$ cat src/rtl/tms_branch_unit_if.sv
// Control-flow op bus between the TMS1x00 execute sequencer and the branch unit.
// Handshake: op_valid qualifies op/op_arg/status for one cycle; there is no ready, the unit accepts one op every cycle.
interface tms_branch_unit_if #(
    parameter int CHAPTER_BITS = 1,
    parameter int STACK_DEPTH  = 1
);
    localparam int ADDR_W  = CHAPTER_BITS + 10;
    localparam int DEPTH_W = $clog2(STACK_DEPTH + 1);

    logic               op_valid;
    logic [2:0]         op;
    logic [5:0]         op_arg;
    logic               status;
    logic [ADDR_W-1:0]  rom_addr;
    logic               in_sub;
    logic [DEPTH_W-1:0] depth;
    logic               overflow;

    modport master (
        output op_valid, op, op_arg, status,
        input  rom_addr, in_sub, depth, overflow
    );

    modport slave (
        input  op_valid, op, op_arg, status,
        output rom_addr, in_sub, depth, overflow
    );
endinterface

$ cat src/rtl/tms_branch_unit.sv
// TMS1x00 program counter, page/chapter registers and multi-level return stack.
// Every state update happens on the edge that samples a valid op; outputs come straight from registers.
module tms_branch_unit #(
    parameter int CHAPTER_BITS = 1,
    parameter int STACK_DEPTH  = 1,
    parameter int RESET_PAGE   = 0,
    localparam int ADDR_W      = CHAPTER_BITS + 10,
    localparam int DEPTH_W     = $clog2(STACK_DEPTH + 1)
) (
    input logic              clk,
    input logic              reset,
    tms_branch_unit_if.slave bus
);
    localparam logic [2:0] OP_BR   = 3'd1;
    localparam logic [2:0] OP_CALL = 3'd2;
    localparam logic [2:0] OP_RETN = 3'd3;
    localparam logic [2:0] OP_LDP  = 3'd4;
    localparam logic [2:0] OP_COMC = 3'd5;

    logic [5:0]              r_pc;
    logic [3:0]              r_page;
    logic [3:0]              r_pb;
    logic [CHAPTER_BITS-1:0] r_ch;
    logic [CHAPTER_BITS-1:0] r_cb;
    logic [DEPTH_W-1:0]      r_depth;
    logic                    r_in_sub;
    logic                    r_ovf;
    // Sized to the full depth index range so r_depth can address it directly.
    logic [ADDR_W-1:0]       r_stack [0:(1<<DEPTH_W)-1];

    logic [5:0]              w_pc_inc;
    logic [5:0]              w_pc_d;
    logic [3:0]              w_page_d;
    logic [3:0]              w_pb_d;
    logic [CHAPTER_BITS-1:0] w_ch_d;
    logic [CHAPTER_BITS-1:0] w_cb_d;
    logic [DEPTH_W-1:0]      w_depth_d;
    logic                    w_ovf_d;
    logic                    w_push;
    logic                    w_full;
    logic                    w_empty;
    logic [DEPTH_W-1:0]      w_top_idx;
    logic [ADDR_W-1:0]       w_top;

    // Shift-register PC with the two patches that make the sequence cover all 64 values.
    always_comb begin
        w_pc_inc = {r_pc[4:0], ~(r_pc[5] ^ r_pc[4])};
        if (r_pc == 6'h1F) begin
            w_pc_inc = 6'h3F;
        end else if (r_pc == 6'h3F) begin
            w_pc_inc = 6'h3E;
        end
    end

    assign w_full    = (r_depth == DEPTH_W'(STACK_DEPTH));
    assign w_empty   = (r_depth == '0);
    assign w_top_idx = r_depth - DEPTH_W'(1);
    assign w_top     = r_stack[w_top_idx];

    always_comb begin
        w_pc_d    = r_pc;
        w_page_d  = r_page;
        w_pb_d    = r_pb;
        w_ch_d    = r_ch;
        w_cb_d    = r_cb;
        w_depth_d = r_depth;
        w_ovf_d   = r_ovf;
        w_push    = 1'b0;
        if (bus.op_valid) begin
            case (bus.op)
                OP_BR: begin
                    if (bus.status) begin
                        w_pc_d = bus.op_arg;
                        w_ch_d = r_cb;
                        if (w_empty) begin
                            w_page_d = r_pb;
                        end
                    end else begin
                        w_pc_d = w_pc_inc;
                    end
                end
                OP_CALL: begin
                    if (!bus.status) begin
                        w_pc_d = w_pc_inc;
                    end else if (!w_full) begin
                        w_push    = 1'b1;
                        w_page_d  = r_pb;
                        w_pb_d    = r_page;
                        w_ch_d    = r_cb;
                        w_pc_d    = bus.op_arg;
                        w_depth_d = r_depth + DEPTH_W'(1);
                    end else begin
                        // Full stack: degrade to an in-subroutine branch and flag it.
                        w_pc_d  = bus.op_arg;
                        w_ch_d  = r_cb;
                        w_ovf_d = 1'b1;
                    end
                end
                OP_RETN: begin
                    if (!w_empty) begin
                        w_ch_d    = w_top[ADDR_W-1:10];
                        w_cb_d    = w_top[ADDR_W-1:10];
                        w_page_d  = w_top[9:6];
                        w_pb_d    = w_top[9:6];
                        w_pc_d    = w_top[5:0];
                        w_depth_d = w_top_idx;
                    end else begin
                        w_page_d = r_pb;
                        w_pc_d   = w_pc_inc;
                    end
                end
                OP_LDP: begin
                    w_pc_d = w_pc_inc;
                    w_pb_d = bus.op_arg[3:0];
                end
                OP_COMC: begin
                    w_pc_d = w_pc_inc;
                    w_cb_d = ~r_cb;
                end
                default: begin
                    w_pc_d = w_pc_inc;
                end
            endcase
        end
    end

    always_ff @(posedge clk) begin
        if (reset) begin
            r_pc     <= '0;
            r_page   <= 4'(RESET_PAGE);
            r_pb     <= 4'(RESET_PAGE);
            r_ch     <= '0;
            r_cb     <= '0;
            r_depth  <= '0;
            r_in_sub <= 1'b0;
            r_ovf    <= 1'b0;
        end else begin
            r_pc     <= w_pc_d;
            r_page   <= w_page_d;
            r_pb     <= w_pb_d;
            r_ch     <= w_ch_d;
            r_cb     <= w_cb_d;
            r_depth  <= w_depth_d;
            r_in_sub <= (w_depth_d != '0);
            r_ovf    <= w_ovf_d;
        end
    end

    // Stack contents are not reset; depth alone decides what is live.
    always_ff @(posedge clk) begin
        if (w_push && !reset) begin
            r_stack[r_depth] <= {r_ch, r_page, w_pc_inc};
        end
    end

    assign bus.rom_addr = {r_ch, r_page, r_pc};
    assign bus.in_sub   = r_in_sub;
    assign bus.depth    = r_depth;
    assign bus.overflow = r_ovf;
endmodule

$ cat src/flat_wrapper.sv
// flat-port wrapper written by rule: the top's interface ports become plain ports
module tms_branch_unit_flat 
#(
    parameter int CHAPTER_BITS = 1,
    parameter int STACK_DEPTH  = 1,
    parameter int RESET_PAGE   = 0,
    localparam int ADDR_W      = CHAPTER_BITS + 10,
    localparam int DEPTH_W     = $clog2(STACK_DEPTH + 1)
)
  (clk, reset, bus_op_valid, bus_op, bus_op_arg, bus_status, bus_rom_addr, bus_in_sub, bus_depth, bus_overflow);
  tms_branch_unit_if #(.CHAPTER_BITS(CHAPTER_BITS), .STACK_DEPTH(STACK_DEPTH)) bus_i ();
  input logic clk;
  input logic reset;
  input wire logic [$bits(bus_i.op_valid)-1:0] bus_op_valid;
  input wire logic [$bits(bus_i.op)-1:0] bus_op;
  input wire logic [$bits(bus_i.op_arg)-1:0] bus_op_arg;
  input wire logic [$bits(bus_i.status)-1:0] bus_status;
  output wire logic [$bits(bus_i.rom_addr)-1:0] bus_rom_addr;
  output wire logic [$bits(bus_i.in_sub)-1:0] bus_in_sub;
  output wire logic [$bits(bus_i.depth)-1:0] bus_depth;
  output wire logic [$bits(bus_i.overflow)-1:0] bus_overflow;
  assign bus_i.op_valid = bus_op_valid;
  assign bus_i.op = bus_op;
  assign bus_i.op_arg = bus_op_arg;
  assign bus_i.status = bus_status;
  assign bus_rom_addr = bus_i.rom_addr;
  assign bus_in_sub = bus_i.in_sub;
  assign bus_depth = bus_i.depth;
  assign bus_overflow = bus_i.overflow;
  tms_branch_unit #(.CHAPTER_BITS(CHAPTER_BITS), .STACK_DEPTH(STACK_DEPTH), .RESET_PAGE(RESET_PAGE)) u_core (.clk(clk), .reset(reset), .bus(bus_i));
endmodule
$ cat config.mk
export PLATFORM = sky130hd
export DESIGN_NAME = tms_branch_unit_flat
export DESIGN_NICKNAME = d
export VERILOG_FILES = /design/src/rtl/tms_branch_unit_if.sv /design/src/rtl/tms_branch_unit.sv /design/src/flat_wrapper.sv
export SDC_FILE = /design/constraint.sdc
export NUM_CORES = 1
export LEC_CHECK = 0
export CORE_UTILIZATION = 55
export DETAILED_ROUTE_END_ITERATION = 7
export PLACE_DENSITY = 0.85
export SYNTH_ARGS = -nofsm -noshare
export SYNTH_HDL_FRONTEND = slang
export SYNTH_SLANG_ARGS = --single-unit
$ cat constraint.sdc
create_clock -name clk -period 6.8 [get_ports clk]
set_clock_uncertainty 0.1 [all_clocks]
set_input_delay 1.7 -clock clk [delete_from_list [all_inputs] [get_ports clk]]
set_output_delay 1.7 -clock clk [all_outputs]
set_load 0.005 [all_outputs]
==> out/results.tsv, run 1 <==
metric	value	unit
ant_nets	0	
period_needed	4.06	ns
synth_compound_area_share	23.4	%
cp.arrival	4.21	ns
worstSetupStartpointType	input port	
synth_mux_area_share	5.72	%
synth_cell_types	45	
placed_cells	194	
via_per_inst	6.45	
synth_edf_count	12	
vias	1302	
root_buffer	clkbuf_4	
layout.cells.non_filler	202	
gr-max-usage-layer	met2	
dieArea	3080	um2
insertion_delay	0.33	ns
finalSetupViolations	0	
required	6.95	ns
grt_max_degree	18	
worst-path-stages	5	
use_met3	7.26	%
rows	19	
yosys_warnings	0	
worstHoldPathCells	2	
relSlewSlack	51.2	%
synth_seq_cells	30	
drt-initial-drc-count	62	
fin_nets	185	
max_freq	246	MHz
grt.overflow.total	0	
layout_commonest_cell	clkdlybuf4s50_1	
drt_wl_total	3.61	mm
drive_gt1_share	10.5	%
p_comb_share	14.8	%
cts_made_buffers	5	
antenna_cells	0	
grt_usage	26.1	%
syn_inst	150	
grt_pass1_vias	1293	
ys_seq_area_share	45.8	%
hold_slack	0.389	ns
place_congestion	0.849	
path_clk_slew	0.10	ns
period_share	59.7	%
grt_antenna_before_repair	0	
drv_cap	0	
dr.pass1.iters	4	
syn_area	1570	um2
cpPeakStageDelay	0.85	ns
finalHoldViolations	0	
critPathCaptureType	flop	
fill_cells	231	
grtUsageMet2	40.3	%
htreeDepth	2	
clock_sinks	30	
yosys.area_share.simple	14.4	%
setup_tns	0	ns
core_area	2730	um2
cts_setup_buffers	0	
synthXorXnorAreaFrac	1.03	%
port_buffers	26	
post_drt_wl_per_cell	17.9	um
synthArstFlopShare	0	%
cts_tree	yes	
hpwl	2.50	mm
net-switching-power	96.1	uW
p_per_area	199	nW/um2
syn_avg_cell_area	10.5	um2
holdCritPathClass	flop to flop	
start_util	57.6	%
route.detailed.drc	0	
power_frac_seq	54.5	%
cts.hold.buffers_added	0	
final_util	67.4	%
grt_pass1_wl	6.16	mm
dieHeight	55.5	um
cts_resized	0	
power_leakage	0.000602	uW
synth_top_family_by_area	compound AO/OA/AOI/OAI gates	
ios	27	
switching_share	26.2	%
synthFlopType	dfxtp_1	
placed_area	1780	um2
die_w	55.5	um
final_max_slew_viol_count	0	
path_buf_inv	1	
final_cell_mix	clkdlybuf4s50_1, dfxtp_1, edfxtp_1	
intPower	271	uW
crit_chain	clkdlybuf4s50_1, nor2b_1, o211ai_1, a211o_1, a21oi_1	
grt_setup_unrepaired	false	
cts_buffer_depth	2	
tightest_slew	0.729	ns
reg2reg_depth	4	
syn_nets	165	
synth_fa_ha_area_share	2.23	%
crit_fanout	17	
path_delay_family	compound AO/OA/AOI/OAI gates	
path_class	input port to flop	
slowest_stage	clkdlybuf4s50_1	
area_delta_synth_final	17.1	%
worst_ir_drop_vdd	0.164	mV
status	finished, final reports clean	
clkPwrFrac	30.7	%
grt_use_met1	34.0	%
fin_area	1840	um2
==> Yosys cell counts (2+ instances only) <==
cell | count | share of area (%)
dfxtp_1 | 18 | 23
or2_2 | 2 | 0.79
clkbuf_1 | 6 | 1.4
nor2b_1 | 2 | 0.79
buf_2 | 2 | 0.64
nand2b_1 | 2 | 0.79
nor3_1 | 6 | 1.9
a211o_1 | 3 | 1.7
o21ai_0 | 7 | 2.2
a31oi_1 | 7 | 2.8
nand2_1 | 6 | 1.4
mux2i_1 | 9 | 5.7
edfxtp_1 | 12 | 23
o2bb2ai_1 | 4 | 2.2
nor2_1 | 4 | 0.95
buf_6 | 2 | 1.4
buf_4 | 3 | 1.4
a22oi_1 | 6 | 2.9
inv_1 | 4 | 0.95
a21oi_1 | 10 | 3.2
nand3_1 | 4 | 1.3
ha_1 | 2 | 1.6
nand3b_1 | 2 | 0.95
a311oi_1 | 6 | 3.3
==> final timing paths <==
path | end | start | slack [ns]
setup / recovery | u_core.r_pb[0] | bus_op_valid | 2.74
hold / removal | u_core.r_pb[2] | u_core.r_pb[2] | 0.39
setup reg to reg | u_core.r_pb[3] | u_core.bus.depth | 4.68
hold reg to reg | u_core.r_pb[2] | u_core.r_pb[2] | 0.39
==> logic make-up after synthesis <==
kind of cell / after synthesis
buf+inv: 18
other cells: 1
simple gates: 37
mux: 9
flops: 30
xor+xnor: 1
fa+ha+maj: 3
compound gates: 51
==> metrics by stage <==
step	total power, uW	setup slack (ns)
floorplan	235	3.34
global placement	255	2.54
detailed placement	258	2.46
CTS	368	2.79
global route	382	2.58
finish	367	2.74
==> per-layer routing <==
| layer | vias up | routed length (um) |
|---|---|---|
| li1 | 609 | - |
| met1 | 640 | 1560 |
| met2 | 47 | 1780 |
| met3 | 6 | 224 |
| met4 | 0 | 51 |
| met5 | - | 0 |
==> power groups by stage <==
stage	Clock, uW	Combinational [uW]	Sequential, uW
after global routing	121	59.2	201
after CTS	113	54.1	200
after floorplan	0	33.2	202
after global placement	0	51.5	204
after detailed placement	0	53.6	204
final	113	54.4	200
==> area by class of cell <==
class,count,area [um2],share of cell area (%)
repair buffers,27,268,14.5
clock inverters,1,5.00,0.272
well taps,31,38.8,2.10
inverters,4,15.0,0.815
multi-input cells,102,741,40.2
flip-flops and latches,30,721,39.1
clock buffers,7,55.1,2.99
==> flip-flops by register name, indices dropped and copies added, names as in the netlist <==
signal	cells
u_core.r_stack	12
u_core.r_pc	6
u_core.r_page	4
u_core.r_pb	4
u_core.bus.depth	1
u_core.bus.overflow	1
u_core.r_cb	1
u_core.r_ch	1
==> worst min-delay path: stages, from the launching register on <==
cell and delay (ns):
dfxtp_1 0.33, nand3_1 0.07, a21oi_1 0.05
No activity file was read; power rests on OpenSTA's default activity.
==> run 2, diff against run 1 <==
--- a/config.mk
+++ b/config.mk
@@ -5,9 +5,9 @@
 export SDC_FILE = /design/constraint.sdc
 export NUM_CORES = 1
 export LEC_CHECK = 0
-export CORE_UTILIZATION = 55
+export CORE_UTILIZATION = 51
 export DETAILED_ROUTE_END_ITERATION = 7
-export PLACE_DENSITY = 0.85
+export PLACE_DENSITY = 0.8
 export SYNTH_ARGS = -nofsm -noshare
 export SYNTH_HDL_FRONTEND = slang
 export SYNTH_SLANG_ARGS = --single-unit
==> constraint.sdc (replaced) <==
create_clock -name clk -period 3.87 [get_ports clk]
set_clock_uncertainty 0.1 [all_clocks]
set_input_delay 0.9675 -clock clk [delete_from_list [all_inputs] [get_ports clk]]
set_output_delay 0.9675 -clock clk [all_outputs]
set_load 0.005 [all_outputs]
==> out/results.tsv, run 2 (synthesis results as in run 1) <==
metric	value	unit	change
status	complete, but fails checks		was finished, final reports clean
violations	design-rule violations		
grt_usage	23.7	%	was 26.1%
relSlewSlack	56.3	%	was 51.2%
path_buf_inv	1		unchanged
drt_wl_total	3.50	mm	was 3.61 mm
start_util	55.6	%	was 57.6%
max_freq	363	MHz	
finalHoldViolations	0		unchanged
cts_made_buffers	5		unchanged
grt_setup_unrepaired	false		unchanged
required	2.80	ns	was 6.95 ns
worst_ir_drop_vdd	0.254	mV	was 0.164 mV
fill_cells	230		was 231
multi_input_area	741	um2	unchanged
core_area	2830	um2	was 2730 um2
die_w	57.6	um	was 55.5 um
cts_tree	yes		unchanged
layout_commonest_cell	clkdlybuf4s50_1		unchanged
vias	1262		was 1302
largest_reg_flops	12		unchanged
placed_cells	196		was 194
period_needed	2.75	ns	
dp_slack	0.892	ns	was 2.46 ns
root_buffer	clkbuf_4		unchanged
place_congestion	0.812		was 0.849
grt_max_degree	18		unchanged
p_per_area	376	nW/um2	was 199 nW/um2
clock_sinks	30		unchanged
final_cell_mix	clkdlybuf4s50_1, dfxtp_1, edfxtp_1		unchanged
cpPeakStageDelay	0.73	ns	was 0.85 ns
crit_fanout	15		was 17
period_share	71.1	%	
insertion_delay	0.34	ns	was 0.33 ns
post_drt_wl_per_cell	17.1	um	was 17.9 um
cts_buffer_depth	2		unchanged
grt.overflow.total	0		unchanged
top_regs	u_core.r_stack x12, u_core.r_pc x6		unchanged
grt_antenna_before_repair	0		unchanged
hold_slack	0.381	ns	was 0.389 ns
hpwl	2.38	mm	was 2.50 mm
cts_setup_buffers	0		unchanged
drt-initial-drc-count	84		was 62
route.detailed.drc	2		was 0
worstSetupStartpointType	flop		was input port
power_leakage	0.000622	uW	was 0.000602 uW
setup_tns	0	ns	unchanged
largest_register	u_core.r_stack		unchanged
path_clk_slew	0.08	ns	was 0.10 ns
drive_gt1_share	11.6	%	was 10.5%
port_buffers	26		unchanged
path_class	flop to output pin		was input port to flop
critPathCaptureType	output pin		was flop
dieArea	3310	um2	was 3080 um2
rows	19		unchanged
tightest_slew	0.653	ns	was 0.729 ns
path_delay_family	flip-flops		was compound AO/OA/AOI/OAI gates
crit_chain	clkdlybuf4s50_1		was clkdlybuf4s50_1, nor2b_1, o211ai_1, a211o_1, a21oi_1
drv_cap	0		unchanged
cts.hold.buffers_added	0		unchanged
fin_nets	187		was 185
slowest_stage	dfxtp_1		was clkdlybuf4s50_1
ios	27		unchanged
area_delta_synth_final	19.6	%	was 17.1%
dieHeight	57.6	um	was 55.5 um
final_util	66.6	%	was 67.4%
final_max_slew_viol_count	0		unchanged
htreeDepth	2		unchanged
cp.arrival	1.68	ns	was 4.21 ns
via_per_inst	6.19		was 6.45
grt_pass1_wl	5.78	mm	was 6.16 mm
antenna_cells	0		unchanged
dr.pass1.iters	6		was 4
ant_nets	0		unchanged
holdCritPathClass	flop to flop		unchanged
finalSetupViolations	0		unchanged
seq_area	721	um2	unchanged
fin_ws	1.12	ns	was 2.74 ns
layout.cells.non_filler	204		was 202
cts_resized	0		unchanged
grt_pass1_vias	1233		was 1293
[run 2: cell count changes in the layout (fill, tap and decap cells not counted), sizes merged]
cell	delta
buf	+2
bufinv	+1
clkinv	-1
[run 2: cell type report]
| cell class | count | share of cell area [%] |
|---|---|---|
| clock buffer | 7 | 2.92 |
| clock inverter | 1 | 1.59 |
| inverter | 4 | 0.797 |
| multi-input combinational | 102 | 39.3 |
| sequential | 30 | 38.3 |
| tap | 31 | 2.06 |
| timing repair buffer | 29 | 15.0 |
[run 2: routing by layer]
layer  global-route usage [%]  share of wire [%]  wire length, um  up-vias
met5                        0                  0                0        -
met4                     10.8                2.0               71        0
met3                     7.48                5.6              197        8
met2                     38.4                 49             1700       44
met1                     28.9                 44             1530      595
li1                         -                  -                -      615
[run 2: metrics by stage]
stage	total power, uW	cell area, um2
after floorplan	414	1570
after global placement	450	1800
after detailed placement	454	1800
after CTS	713	1880
after global routing	737	1880
final	709	1880
[run 2: power by group]
part	switching (uW)	internal (uW)
logic	45.6	50.6
registers	12.2	339
clock network	107	154
[run 2: path summary, 6_finish.rpt]
| path | startpoint | end | slack (ns) | depth (start not counted) |
|---|---|---|---|---|
| worst max-delay path | u_core.bus.depth | bus_in_sub | 1.12 | 1 |
| worst min-delay path | u_core.r_ch | u_core.r_stack[1][10] | 0.38 | 0 |
| worst max register to register | u_core.bus.depth | u_core.r_pb[3] | 1.84 | 4 |
| worst min register to register | u_core.r_ch | u_core.r_stack[1][10] | 0.38 | 0 |
==> run 3, diff against run 2 <==
==> constraint.sdc (replaced) <==
create_clock -name clk -period 2.6 [get_ports clk]
set_clock_uncertainty 0.1 [all_clocks]
set_input_delay 0.65 -clock clk [delete_from_list [all_inputs] [get_ports clk]]
set_output_delay 0.65 -clock clk [all_outputs]
set_load 0.005 [all_outputs]
==> out/results.tsv, run 3 (synthesis results as in run 1) <==
metric	value	unit	change
grt.overflow.total	0		unchanged
cts.hold.buffers_added	0		unchanged
finalHoldViolations	0		unchanged
max_freq	451	MHz	
required	2.73	ns	was 2.80 ns
period_needed	2.22	ns	
via_per_inst	6.07		was 6.19
area_delta_synth_final	21.5	%	was 19.6%
ios	27		unchanged
core_area	2830	um2	unchanged
cpPeakStageDelay	0.68	ns	was 0.73 ns
crit_chain	clkdlybuf4s50_1, and3b_4, and2_4, mux2i_1, a311oi_1		was clkdlybuf4s50_1
cts_buffer_depth	2		unchanged
multi_input_area	741	um2	unchanged
violations	design-rule violations		unchanged
drt-initial-drc-count	78		was 84
gr-max-usage-layer	met2		unchanged
antenna_cells	0		unchanged
path_class	input port to flop		was flop to output pin
grt_usage	23.5	%	was 23.7%
route.detailed.drc	2		unchanged
critPathCaptureType	flop		was output pin
worstSetupStartpointType	input port		was flop
grt_use_met1	30.8	%	was 28.9%
status	complete, but fails checks		unchanged
layout_commonest_cell	clkdlybuf4s50_1		unchanged
finalSetupViolations	0		unchanged
port_buffers	26		unchanged
fin_ws	0.382	ns	was 1.12 ns
hpwl	2.55	mm	was 2.38 mm
drv_cap	0		unchanged
htreeDepth	2		unchanged
grt_pass1_wl	5.80	mm	was 5.78 mm
place_congestion	0.881		was 0.812
fin_nets	196		was 187
power_leakage	0.000653	uW	was 0.000622 uW
dieArea	3310	um2	unchanged
relSlewSlack	51.3	%	was 56.3%
dp_slack	0.0494	ns	was 0.892 ns
use_met3	5.44	%	was 7.48%
insertion_delay	0.34	ns	about the same
grt_max_degree	15		was 18
holdCritPathClass	flop to flop		unchanged
period_share	85.3	%	
final_cell_mix	clkdlybuf4s50_1, dfxtp_1, buf_4, edfxtp_1, a21oi_1		was clkdlybuf4s50_1, dfxtp_1, edfxtp_1
crit_fanout	13		was 15
tightest_slew	0.727	ns	was 0.653 ns
cp.arrival	2.35	ns	was 1.68 ns
cts_tree	yes		unchanged
drt_wl_total	3.52	mm	was 3.50 mm
grtUsageMet2	35.7	%	was 38.4%
largest_reg_flops	12		unchanged
dieHeight	57.6	um	unchanged
post_drt_wl_per_cell	16.6	um	was 17.1 um
path_buf_inv	1		unchanged
setup_tns	0	ns	unchanged
p_per_area	487	nW/um2	was 376 nW/um2
vias	1286		was 1262
grt_antenna_before_repair	0		unchanged
final_max_slew_viol_count	0		unchanged
top_regs	u_core.r_stack x12, u_core.r_pc x6		unchanged
dr.pass1.iters	6		unchanged
clock_sinks	30		unchanged
grt_setup_unrepaired	false		unchanged
start_util	55.6	%	unchanged
rows	19		unchanged
path_clk_slew	0.08	ns	about the same
cts_resized	0		unchanged
worst_ir_drop_vdd	0.280	mV	was 0.254 mV
path_delay_family	buffers and inverters		was flip-flops
grt_pass1_vias	1248		was 1233
ant_nets	0		unchanged
root_buffer	clkbuf_4		unchanged
cts_setup_buffers	0		unchanged
drive_gt1_share	16.0	%	was 11.6%
fill_cells	212		was 230
cts_made_buffers	5		unchanged
die_w	57.6	um	unchanged
seq_area	721	um2	unchanged
slowest_stage	clkdlybuf4s50_1		was dfxtp_1
largest_register	u_core.r_stack		unchanged
## run 3: cell count changes in the layout (fill, tap and decap cells not counted), sizes merged
cell    before  now
clkbuf       7    5
buf          3   12
bufinv       1    0
clkinv       0    2
## run 3: worst reg2reg max path, cell delays in order (launching register included)
cell,delay [ns]
dfxtp_1,0.36
buf_4,0.23
nor2b_1,0.09
o211ai_1,0.60
a2111oi_2,0.16
a41o_1,0.24
## run 3: per-stage QoR
step	total power (uW)	area [um2]	hold WS (ns)	utilization [%]	std cells
2_1_floorplan	616	1570	0.342	-	150
3_3_place_gp	679	1870	0.362	65.9	205
3_5_place_dp	684	1870	0.368	65.9	205
4_1_cts	939	1910	0.389	67.6	212
5_1_grt	972	1910	0.417	67.6	212
6_report	931	1910	0.387	67.6	212
## run 3: metal layers
layer	wire, um	vias up
li1	-	634
met1	1630	603
met2	1660	40
met3	154	9
met4	83	0
met5	0	-
## run 3: final cells by class
type,instances,share of cell area [%]
multi-input combinational,102,38.7
sequential,30,37.7
timing repair buffer,38,18.3
tap,31,2.03
clock buffer,5,1.96
inverter,4,0.785
clock inverter,2,0.523
## run 3: path summary, 6_finish.rpt
kind	from	end	slack [ns]	depth (start not counted)
max	bus_op[1]	u_core.r_page[0]	0.38	5
min	u_core.bus.overflow	u_core.bus.overflow	0.39	2
max reg2reg	u_core.bus.depth	u_core.r_pb[3]	0.72	5
min reg2reg	u_core.bus.overflow	u_core.bus.overflow	0.39	2
## run 3: power by group
| group | internal, uW | switching [uW] | leakage, uW |
|---|---|---|---|
| Clock | 96.9 | 160 | 0.0000308 |
| Combinational | 82.5 | 71.7 | 0.000366 |
| Sequential | 505 | 15.5 | 0.000256 |
==> patch 1, RTL diff (config.mk and constraints of run 3) <==
Take the reset off `r_pc` and load it in a clocked block of its own.
--- a/src/rtl/tms_branch_unit.sv
+++ b/src/rtl/tms_branch_unit.sv
@@ -127,5 +127,4 @@
     always_ff @(posedge clk) begin
         if (reset) begin
-            r_pc     <= '0;
             r_page   <= 4'(RESET_PAGE);
             r_pb     <= 4'(RESET_PAGE);
@@ -136,5 +135,4 @@
             r_ovf    <= 1'b0;
         end else begin
-            r_pc     <= w_pc_d;
             r_page   <= w_page_d;
             r_pb     <= w_pb_d;
@@ -145,4 +143,8 @@
             r_ovf    <= w_ovf_d;
         end
+    end
+
+    always_ff @(posedge clk) begin
+        r_pc <= w_pc_d;
     end
 
Behaviour: not the same (Yosys sat finds a counterexample within 4 cycles, from zero or initial values and one cycle with reset high).
==> patch 1 against run 3 <==
The run still ends with design-rule violations left; hold slack improved by 0.0054 ns; wire length fell by 2.1%; sequential cell count did not move; maximum frequency fell by 7.6%; first-iteration DRC count rose by 13%; count of clock-buffer cells in the layout did not move; total power rose by 16%; sequential power rose by 5.4%; setup slack got worse by 0.18 ns; area after synthesis fell by 0.24%; design area rose by 0.59%; cell count fell by 5.2%; critical endpoint is now bus_depth.
==> patch 1: results <==
[logic_synthesis]
netlist_top_cells_count = "edfxtp_1, a21oi_1, dfxtp_1"
synthTopCellsByArea = "edfxtp_1, dfxtp_1, a21oi_1"
netlist-cell-type-count = 46
async_flop_share_pct = 0
yosysWarnings = 0
synth_edf_count = 18
syn_nets = 156
synth_seq_area_share_pct = 49.7

[global_routing]
grt_pass1_wl_um = 5710
grt_pass1_vias = 1199
gr-usage-met1_pct = 29.8
grt.total_usage_pct = 23.8
grt_max_degree = 13
grt_use_met3_pct = 5.22
antenna_found_initial = 0
use_met2_pct = 37.7

[clock_network]
clkLatencyLatePin_ns = 0.34
root_buffer = "clkbuf_4"
clk_pin_slew_ns = 0.09
post-cts-setup-buffer-count = 0
htreeDepth = 2
cts_resized = 0
clockBufferDepth = 2
numCtsBuffers = 5

[final_layout]
antennaDiodeCount = 0
layout.nets = 184
drive_above_1_share_pct = 15.3
fillers = 225
top_regs = "u_core.r_stack: 12 flops, u_core.r_pc: 6 flops"

[worst_hold_path]
worstHoldPathType = "reg -> reg"

[outcome]
violations = "design-rule violations"
status = "finished with violations"

[power]
vdd_drop_max_uv = 327
cellLeakagePower_nw = 0.663

[routing]
drc = 3
dr.pass1.iters = 6
wire_per_inst_um = 17.2
vias = 1242
drtIter0Drc = 88

[critical_path]
arrival_ns = 1.65
slowest_stage = "dfxtp_1"
path_max_fanout = 12
slowest_delay_ns = 0.70
crit_family = "flip-flops"

[place]
dp_hpwl_um = 2510
port-buffer-count = 26
gp_congestion = 0.849
pre_cts_ws_ns = 0.0603

[timing]
worst_pin_slew_ns = 0.574
patch 1: changes by cell type after synthesis, moves of 4 or more:
cell and change:
dfxtp_1 -6, o31ai_1 +4, o21ai_0 -5, nor3_1 -5, a21oi_1 +6, edfxtp_1 +6
o22a_1 +4, o22ai_1 +4, a31oi_1 -6
patch 1: logic make-up after synthesis:
logic type      after synthesis  share of synthesized area (%)
compound gates               51                           22.9
xor+xnor                      1                           1.04
fa+ha+maj                     2                           1.59
buf+inv                      18                           7.09
flops                        30                           49.7
mux                           9                           5.82
other cells                   1                          0.239
simple gates                 29                           11.6
patch 1: cell type report:
class,instances,share of cell area (%)
well taps,31,2.02
flip-flops and latches,30,40.6
repair buffers,35,17.0
inverters,4,0.780
clock inverters,3,2.08
multi-input cells,93,35.6
clock buffers,5,1.95
patch 1: worst paths after layout:
path	endpoint	startpoint	cells past startpoint	slack, ns
hold reg to reg	u_core.bus.overflow	u_core.bus.overflow	1	0.39
hold / removal	u_core.bus.overflow	u_core.bus.overflow	1	0.39
setup reg to reg	u_core.r_pc[5]	u_core.bus.depth	4	0.69
setup / recovery	bus_depth	u_core.bus.depth	1	0.20
patch 1: per-layer routing:
metal / vias to the layer above / share of wire [%]
li1: 600 / -
met3: 7 / 7.4
met1: 584 / 45
met5: - / 0
met4: 0 / 1.5
met2: 51 / 46
patch 1: stage by stage:
| stage | std cells | instance area, um^2 | hold WS (ns) |
|---|---|---|---|
| after CTS | 201 | 1920 | 0.409 |
| after floorplan | 141 | 1580 | 0.342 |
| final | 201 | 1920 | 0.392 |
| after global placement | 193 | 1850 | 0.351 |
| after detailed placement | 193 | 1850 | 0.379 |
| after global routing | 201 | 1920 | 0.417 |
patch 1: report_power, final:
group	switching [mW]	total (mW)	internal (mW)
Combinational	0.0741	0.164	0.0901
Sequential	0.0198	0.549	0.529
Clock	0.170	0.368	0.199
==> patch 2, RTL diff (config.mk and constraints of run 3) <==
Without the edit above. Make the reset (`reset`) asynchronous in one clocked block.
--- a/src/rtl/tms_branch_unit.sv
+++ b/src/rtl/tms_branch_unit.sv
@@ -125,5 +125,5 @@
     end
 
-    always_ff @(posedge clk) begin
+    always_ff @(posedge clk or posedge reset) begin
         if (reset) begin
             r_pc     <= '0;
Function: differs if reset is asserted again (counterexample within 4 cycles, from zero or initial values and one cycle with reset high); with reset held inactive, the same outputs for 4 cycles.
==> patch 2 against run 3 <==
The flow still finishes with violations (design-rule violations); setup slack worse by 0.047 ns; sequential cell count stayed put; area after synthesis increased by 1.0%; cell count shrank 2.8%; wire length grew 5.3%; design area up 1.2%; critical endpoint is now bus_in_sub; highest routed layer unchanged.
Power is not compared: it rests on default switching activity, and its combinational part moved more than twofold at a synthesized area within 25%.
==> patch 2: results <==
[place]
place_inst = 198
gp_congestion = 0.819
dp_hpwl_um = 2580
place_area_um2 = 1890

[timing]
period_needed_ns = 2.27

[critical_path]
crit_family = "flip-flops"
cp-endpoint = "bus_in_sub"
slowest_delay_ns = 0.60
arrival_ns = 1.52
path_max_fanout = 11
crit_path_start = "u_core.bus.depth"
rr_endpoint = "u_core.r_pb[0]"
worst_r2r_path_depth = 4
r2r_slack_ns = 0.83

[outcome]
violations = "design-rule violations"
status = "finished with violations"

[logic_synthesis]
netlist_top_cells_count = "dfrtp_1, edfxtp_1, nand2_1"
synth_seq_area_share_pct = 51.0
syn_nets = 160
avgSynthCellArea_um2 = 11.0
synthTopCellsByArea = "dfrtp_1, edfxtp_1, a22oi_1"
yosys_most_used_dff = "dfrtp_1"

[clock_network]
clk_pin_slew_ns = 0.10

[routing]
drt-vias-per-instance = 6.46
drtIter0Drc = 73
drc = 2
drt_wl_total_um = 3710

[global_routing]
grt.total_usage_pct = 25.0
grt_pass1_vias = 1338
grt_max_degree = 19
grt_pass1_wl_um = 6070

[final_layout]
fillers = 233
drive_above_1_share_pct = 13.7
-- patch 2: changes by cell type after synthesis, sizes merged, moves of 4 or more --
cell,before,now
nand3,4,0
a31oi,7,3
a221o,0,6
dfxtp,18,0
mux2i,9,4
dfrtp,0,18
a41oi,0,4
a311oi,6,0
nand2,7,12
nor3,6,0
nor2,4,11
o2bb2ai,4,0
-- patch 2: power by group through the flow --
| stage | Combinational (mW) | Clock (mW) | Sequential [mW] |
|---|---|---|---|
| after floorplan | 0.235 | 0 | 0.685 |
| after global placement | 0.391 | 0 | 0.704 |
| after detailed placement | 0.405 | 0 | 0.713 |
| after CTS | 0.408 | 0.262 | 0.703 |
| after global routing | 0.448 | 0.284 | 0.718 |
| final | 0.408 | 0.260 | 0.703 |
-- patch 2: metal layers --
metal  track usage (%)  wire [um]
met1              32.4       1650
met5                 0          0
met2              37.4       1760
met3              6.92        201
met4              14.6         98
-- patch 2: stage by stage --
step | util, % | hold slack [ns]
after detailed placement | 66.1 | 0.363
after global placement | 66.1 | 0.380
after floorplan | - | 0.359
after CTS | 67.9 | 0.385
after global routing | 67.9 | 0.410
final | 67.9 | 0.384
-- patch 2: cell type report --
| cell class | instances | area share (%) |
|---|---|---|
| clock buffer | 6 | 2.13 |
| tap | 31 | 2.00 |
| multi-input combinational | 96 | 35.0 |
| timing repair buffer | 34 | 17.2 |
| inverter | 7 | 1.36 |
| clock inverter | 2 | 0.452 |
| sequential | 30 | 41.9 |
-- patch 2: how the worst min path moves through the flow --
stage                             start             endpoint  slack, ns  depth (start not counted)
finish              u_core.bus.overflow  u_core.bus.overflow       0.38                          1
CTS                 u_core.bus.overflow  u_core.bus.overflow       0.39                          1
global route        u_core.bus.overflow  u_core.bus.overflow       0.41                          1
global placement    u_core.bus.overflow  u_core.bus.overflow       0.38                          1
detailed placement  u_core.bus.overflow  u_core.bus.overflow       0.36                          1
floorplan                   u_core.r_cb          u_core.r_cb       0.36                          1
-- patch 2: kinds of logic after synthesis --
kind of cell	count (synthesis)	share of synthesized area [%]
DFF	30	51.0
muxes	5	3.23
and+or+nand+nor	37	13.4
AOI/OAI and AO/OA	50	23.5
adders and majority gates	3	2.20
other	1	0.236
buffers and inverters	19	6.45
